<file path="src/rtl/tt_sweep_pkg.sv">
`default_nettype none
// ============================================================================
// Module      : tt_sweep_pkg
// Description : Shared definitions for the truth-table sweep block: default
//               geometry, sequencer state encoding and a counter-width helper.
// Revision    : 1.0 - initial release
// ============================================================================
package tt_sweep_pkg;

    // Default geometry: 4-bit stimulus, 4-bit response, one settle cycle.
    localparam int C_NIN_DEFAULT    = 4;
    localparam int C_NOUT_DEFAULT   = 4;
    localparam int C_SETTLE_DEFAULT = 1;

    // Sweep sequencer states.
    typedef enum logic [1:0] {
        IDLE = 2'd0,
        RUN  = 2'd1,
        DONE = 2'd2
    } state_t;

    // Width of a down-counter that must hold n-1. Never narrower than one
    // bit, so that SETTLE=1 still yields a legal (constant-zero) counter.
    function automatic int cnt_width(input int n);
        return (n > 1) ? $clog2(n) : 1;
    endfunction

endpackage
`default_nettype wire

</file>
<file path="src/rtl/tt_mem.sv">
`default_nettype none
// ============================================================================
// Module      : tt_mem
// Description : Expected-response table, 2^AW words of DW bits. One
//               synchronous write port and one asynchronous read port.
//               Contents are intentionally not reset.
// Ports       : clk      - clock
//               wr_en    - write strobe (already qualified by the caller)
//               wr_addr  - write index
//               wr_data  - write word
//               rd_addr  - read index
//               rd_data  - read word (combinational)
// Revision    : 1.0 - initial release
// ============================================================================
module tt_mem
    import tt_sweep_pkg::*;
#(
    parameter int AW = C_NIN_DEFAULT,
    parameter int DW = C_NOUT_DEFAULT
) (
    input  logic          clk,
    input  logic          wr_en,
    input  logic [AW-1:0] wr_addr,
    input  logic [DW-1:0] wr_data,
    input  logic [AW-1:0] rd_addr,
    output logic [DW-1:0] rd_data
);

    localparam int C_DEPTH = 1 << AW;

    logic [DW-1:0] r_mem [0:C_DEPTH-1];

    always_ff @(posedge clk) begin
        if (wr_en) begin
            r_mem[wr_addr] <= wr_data;
        end
    end

    assign rd_data = r_mem[rd_addr];

endmodule
`default_nettype wire

</file>
<file path="src/rtl/tt_sweep.sv">
`default_nettype none
// ============================================================================
// Module      : tt_sweep
// Description : Exhaustive truth-table checker. On start, drives every
//               stimulus vector 0 .. 2^NIN-1 to the logic under test, waits
//               SETTLE cycles per vector, samples the response and compares
//               it with a preloaded expected table. Reports mismatch count,
//               first failing index and an overall pass flag.
// Ports       : clk, rst           - clock, synchronous active-high reset
//               wr_en/wr_addr/wr_data - expected-table load (IDLE only)
//               start              - sweep request (IDLE only)
//               resp               - response from the logic under test
//               stim               - registered stimulus to the logic under test
//               busy / done        - sweep running / one-cycle completion pulse
//               pass               - last completed sweep had no mismatch
//               err_count          - mismatch count of current/last sweep
//               fail_valid/fail_idx - first mismatching stimulus index
// Revision    : 1.0 - initial release
// ============================================================================
module tt_sweep
    import tt_sweep_pkg::*;
#(
    parameter int NIN    = C_NIN_DEFAULT,
    parameter int NOUT   = C_NOUT_DEFAULT,
    parameter int SETTLE = C_SETTLE_DEFAULT
) (
    input  logic            clk,
    input  logic            rst,
    input  logic            wr_en,
    input  logic [NIN-1:0]  wr_addr,
    input  logic [NOUT-1:0] wr_data,
    input  logic            start,
    input  logic [NOUT-1:0] resp,
    output logic [NIN-1:0]  stim,
    output logic            busy,
    output logic            done,
    output logic            pass,
    output logic [NIN:0]    err_count,
    output logic            fail_valid,
    output logic [NIN-1:0]  fail_idx
);

    localparam int                 C_CNT_W   = cnt_width(SETTLE);
    localparam logic [C_CNT_W-1:0] C_RELOAD  = C_CNT_W'(SETTLE - 1);
    localparam logic [NIN-1:0]     C_LAST    = '1;
    // 2^NIN: every vector mismatching. NIN+1 bits hold it exactly.
    localparam logic [NIN:0]       C_ERR_MAX = {1'b1, {NIN{1'b0}}};

    state_t             r_state;
    state_t             w_next;
    logic [C_CNT_W-1:0] r_settle;
    logic [NIN-1:0]     r_stim;
    logic [NIN:0]       r_err;
    logic               r_pass;
    logic               r_fail_valid;
    logic [NIN-1:0]     r_fail_idx;

    logic [NOUT-1:0]    w_expected;
    logic               w_accept;
    logic               w_cmp;
    logic               w_last;
    logic               w_mismatch;
    logic [NIN:0]       w_err_next;
    logic               w_mem_we;

    // ------------------------------------------------------------------
    // Expected table. Loads are only honoured while idle so a sweep always
    // checks against a stable table. A load coinciding with start lands on
    // the same edge the sweep begins, well before its first compare.
    // ------------------------------------------------------------------
    assign w_mem_we = wr_en && (r_state == IDLE);

    tt_mem #(
        .AW (NIN),
        .DW (NOUT)
    ) u_mem (
        .clk     (clk),
        .wr_en   (w_mem_we),
        .wr_addr (wr_addr),
        .wr_data (wr_data),
        .rd_addr (r_stim),
        .rd_data (w_expected)
    );

    // ------------------------------------------------------------------
    // Compare qualification
    // ------------------------------------------------------------------
    assign w_accept   = (r_state == IDLE) && start;
    assign w_cmp      = (r_state == RUN) && (r_settle == '0);
    assign w_last     = (r_stim == C_LAST);
    assign w_mismatch = w_cmp && (resp != w_expected);
    // The count cannot exceed 2^NIN by construction; the guard keeps it
    // from ever wrapping should that invariant be broken.
    assign w_err_next = (w_mismatch && (r_err != C_ERR_MAX)) ? r_err + 1'b1 : r_err;

    // ------------------------------------------------------------------
    // Sequencer
    // ------------------------------------------------------------------
    always_ff @(posedge clk) begin
        if (rst) begin
            r_state <= IDLE;
        end else begin
            r_state <= w_next;
        end
    end

    always_comb begin
        w_next = r_state;
        case (r_state)
            IDLE:    if (start) w_next = RUN;
            RUN:     if (w_cmp && w_last) w_next = DONE;
            DONE:    w_next = IDLE;
            default: w_next = IDLE;
        endcase
    end

    // ------------------------------------------------------------------
    // Stimulus, settle counter and result registers
    // ------------------------------------------------------------------
    always_ff @(posedge clk) begin
        if (rst) begin
            r_settle     <= '0;
            r_stim       <= '0;
            r_err        <= '0;
            r_pass       <= 1'b0;
            r_fail_valid <= 1'b0;
            r_fail_idx   <= '0;
        end else if (w_accept) begin
            r_settle     <= C_RELOAD;
            r_stim       <= '0;
            r_err        <= '0;
            r_pass       <= 1'b0;
            r_fail_valid <= 1'b0;
        end else if (r_state == RUN) begin
            if (w_cmp) begin
                r_err <= w_err_next;
                if (w_mismatch && !r_fail_valid) begin
                    r_fail_valid <= 1'b1;
                    r_fail_idx   <= r_stim;
                end
                if (w_last) begin
                    // Pass is resolved here, including the final compare,
                    // so it is already valid during the DONE cycle.
                    r_stim <= '0;
                    r_pass <= (w_err_next == '0);
                end else begin
                    r_stim   <= r_stim + 1'b1;
                    r_settle <= C_RELOAD;
                end
            end else begin
                r_settle <= r_settle - 1'b1;
            end
        end
    end

    // ------------------------------------------------------------------
    // Outputs
    // ------------------------------------------------------------------
    assign stim       = r_stim;
    assign busy       = (r_state == RUN);
    assign done       = (r_state == DONE);
    assign pass       = r_pass;
    assign err_count  = r_err;
    assign fail_valid = r_fail_valid;
    assign fail_idx   = r_fail_idx;

endmodule
`default_nettype wire
</file>
<file path="config.mk">
export PLATFORM = sky130hd
export DESIGN_NAME = tt_sweep
export DESIGN_NICKNAME = d
export VERILOG_FILES = /design/src/rtl/tt_sweep_pkg.sv /design/src/rtl/tt_mem.sv /design/src/rtl/tt_sweep.sv
export SDC_FILE = /design/constraint.sdc
export NUM_CORES = 1
export LEC_CHECK = 0
export CELL_PAD_IN_SITES_DETAIL_PLACEMENT = 1
export CELL_PAD_IN_SITES_GLOBAL_PLACEMENT = 2
export CORE_AREA = 2 2 94 96
export CTS_CLUSTER_SIZE = 20
export DETAILED_ROUTE_END_ITERATION = 16
export DIE_AREA = 0 0 96 98
export PLACE_DENSITY_LB_ADDON = 0.25
export SYNTH_ARGS = -nofsm -noshare
export SYNTH_HDL_FRONTEND = slang
export SYNTH_SLANG_ARGS = --single-unit
export TNS_END_PERCENT = 30
</file>
<file path="constraint.sdc">
create_clock -name clk -period 5.4 [get_ports clk]
set_input_delay 1.35 -clock clk [delete_from_list [all_inputs] [get_ports clk]]
set_output_delay 1.35 -clock clk [all_outputs]
set_load 0.01 [all_outputs]
</file>
==> metrics.csv <==
metric,value,unit
crit_path_frequent_cell,mux4_2,
die-area,9408,µm²
crit_type,flop to flop,
postSynthAreaPerCell,14.90,µm²
num_rows,34,
fin_skew,0.01188,ns
yosysSeqAreaShare,0.6606,
grt_max_degree,23,
setup_ws,2.221,ns
regArea,2362,µm²
hold_viol,0,
hp-class,flop to flop,
worstPathMaxFanout,14,
cp_data_required_time,5.66,ns
synth_nets,259,
h-tree-depth,3,
synth_most_common_cell,edfxtp_1,
dr.first_iter.drc_count,51,
place_congestion,0.7203,
antenna_found_initial,0,
ant_nets,0,
min_period,3.179,ns
pre_cts_ws,2.099,ns
port_buffers,32,
fmax,314.6,MHz
netlist_area,3576,µm²
nets,296,
cp_data_arrival_time,3.44,ns
finalCritPeriodShare,0.5887,
gr-total-overflow,0,
drv_cap,0,
cts_buffer_depth,2,
track_usage,0.1661,
synthTopCellsByArea,"edfxtp_1, dfxtp_1, mux4_2",
ys_async_sr_fraction,0,
setup_violations,0,
coreArea,8466,µm²
vias,2060,
start_util,0.4224,
ir_worst_vdd,0.1912,mV
synth-edff-count,64,
rsz0062_at_grt,no,
synth_cells,240,
fin_setup_tns,0,ns
tritoncts,yes,
dpl.hpwl,5112,µm
cts.sinks,86,
io_pins,33,
slew_headroom,0.2421,
powerDensity,283.7,nW/µm²
multiInputGateArea,1144,µm²
die_y,98,µm
area_growth,16.27,%
cp-start-kind,flop,
end_kind,flop,
num_antenna_cells,0,
ys.flop_type,edfxtp_1,
cp_slowest_cell,dfxtp_1,
root_buffer,clkbuf_8,
synth.top_cell.area_share,0.5374,
yosysUniqueCellTypes,41,
crit_chain,mux4_2 > mux4_2 > xnor2_1 > nand2_2 > o211ai_1 > a21oi_1 > o41ai_2,
wl_per_cell,18.21,µm
outcome,"complete, no violations",
worst_pin_slew,1.135,ns
grt_pass1_wl,11430,µm
slew_violations,0,
ys_ff_latch,86,
nFillCells,854,
cellLeakagePower,0.001358,µW
numCtsBuffers,9,
cts_resized,0,
drive_above_1_share,0.1277,
first_global_vias,2127,
die_w,96,µm
critPathMaxStageDelay,0.91,ns
ys_warn_count,0,
synth.largest_area_cell,edfxtp_1,
drtPass1Iterations,4,
yosys-top-cells-count,"edfxtp_1, nor2_1, dfxtp_1",
worstSkewPairLatency,0.35,ns
postRouteWirelength,7101,µm
hold_buffers,0,
cts_setup_buffers,0,
drc,0,
clkSlewWorstSetupHoldPaths,0.09,ns
vias_per_cell,5.282,
[cell families after synthesis]
| group | after synthesis | synth area share |
|---|---|---|
| and+or+nand+nor | 71 | 0.09552 |
| muxes | 32 | 0.1337 |
| xor gates and xnor gates | 10 | 0.02449 |
| buffers and inverters | 14 | 0.01959 |
| AOI/OAI and AO/OA | 24 | 0.05563 |
| DFF | 86 | 0.6606 |
| adders and majority gates | 3 | 0.01050 |
[through the flow]
stage               cell area, µm²  utilization  total power, µW  cells  hold WS (ns)
detailed placement            3995       0.4719            811.9    374        0.4532
global placement              3995       0.4719            810.8    374        0.4477
finish                        4158       0.4911             1179    390        0.4634
CTS                           4158       0.4911             1193    390        0.4652
floorplan                     3576            -            773.9    240        0.4282
global route                  4158       0.4911             1222    390        0.5141
[final timing paths]
check	startpoint	to	slack, ns	cells past startpoint
worst min register to register	r_state[1]	r_state[0]	0.46	1
worst min-delay path	r_state[1]	r_state[0]	0.46	1
worst max-delay path	flop	pass	2.22	7
worst max register to register	flop	pass	2.22	7
[report_power, final]
group / internal [µW] / leakage [µW] / switching [µW]
registers: 717 / 0.000755 / 5.36
logic: 31.8 / 0.000517 / 41.7
clock network: 163 / 0.0000859 / 221
total: 912 / 0.00136 / 268
[cell usage in the layout (no fill, tap or decap), drive strengths merged, types with 2 or more instances in the layout]
cell type,n
nor2b,3
nand4b,2
o21a,2
nor2,30
nand2b,4
inv,8
ha,3
dfxtp,22
edfxtp,64
nor3,9
clkdlybuf4s50,32
o21ai,3
o22ai,2
nand2,11
mux4,12
clkbuf,9
and4,2
a21oi,4
clkinv,6
nand4,4
mux2,6
xnor2,6
and2,2
a22o,2
xor2,4
o211ai,4
a2bb2oi,2
mux2i,14
[sequential cells by signal, indices dropped and copies added, names as in the netlist, named ones only]
register	flops
fail_valid	1
u_mem.r_mem	64
fail_idx	4
r_state	2
r_settle	1
stim	4
err_count	5
pass	1
[layout make-up]
type                       count  area share
sequential                    86      0.5682
tap                          108     0.03250
timing repair buffer          33     0.07884
inverter                       7    0.006320
clock buffer                   9     0.02979
clock inverter                 7    0.009329
multi-input combinational    140      0.2751
[worst max-delay path, delay by kind of cell (launching register included)]
family          cells  cell delay [ns]
mux                 2             1.13
flops               1             0.91
compound gates      3             0.70
xor+xnor            1             0.19
simple gates        1             0.17
[routing by layer]
layer,vias to the layer above,GRT usage,routed length [µm]
li1,986,-,-
met1,1027,0.2183,3199
met2,40,0.2682,3539
met3,7,0.04321,291
met4,0,0.05275,70
met5,-,0,0
(Power assumes the default switching activity.)
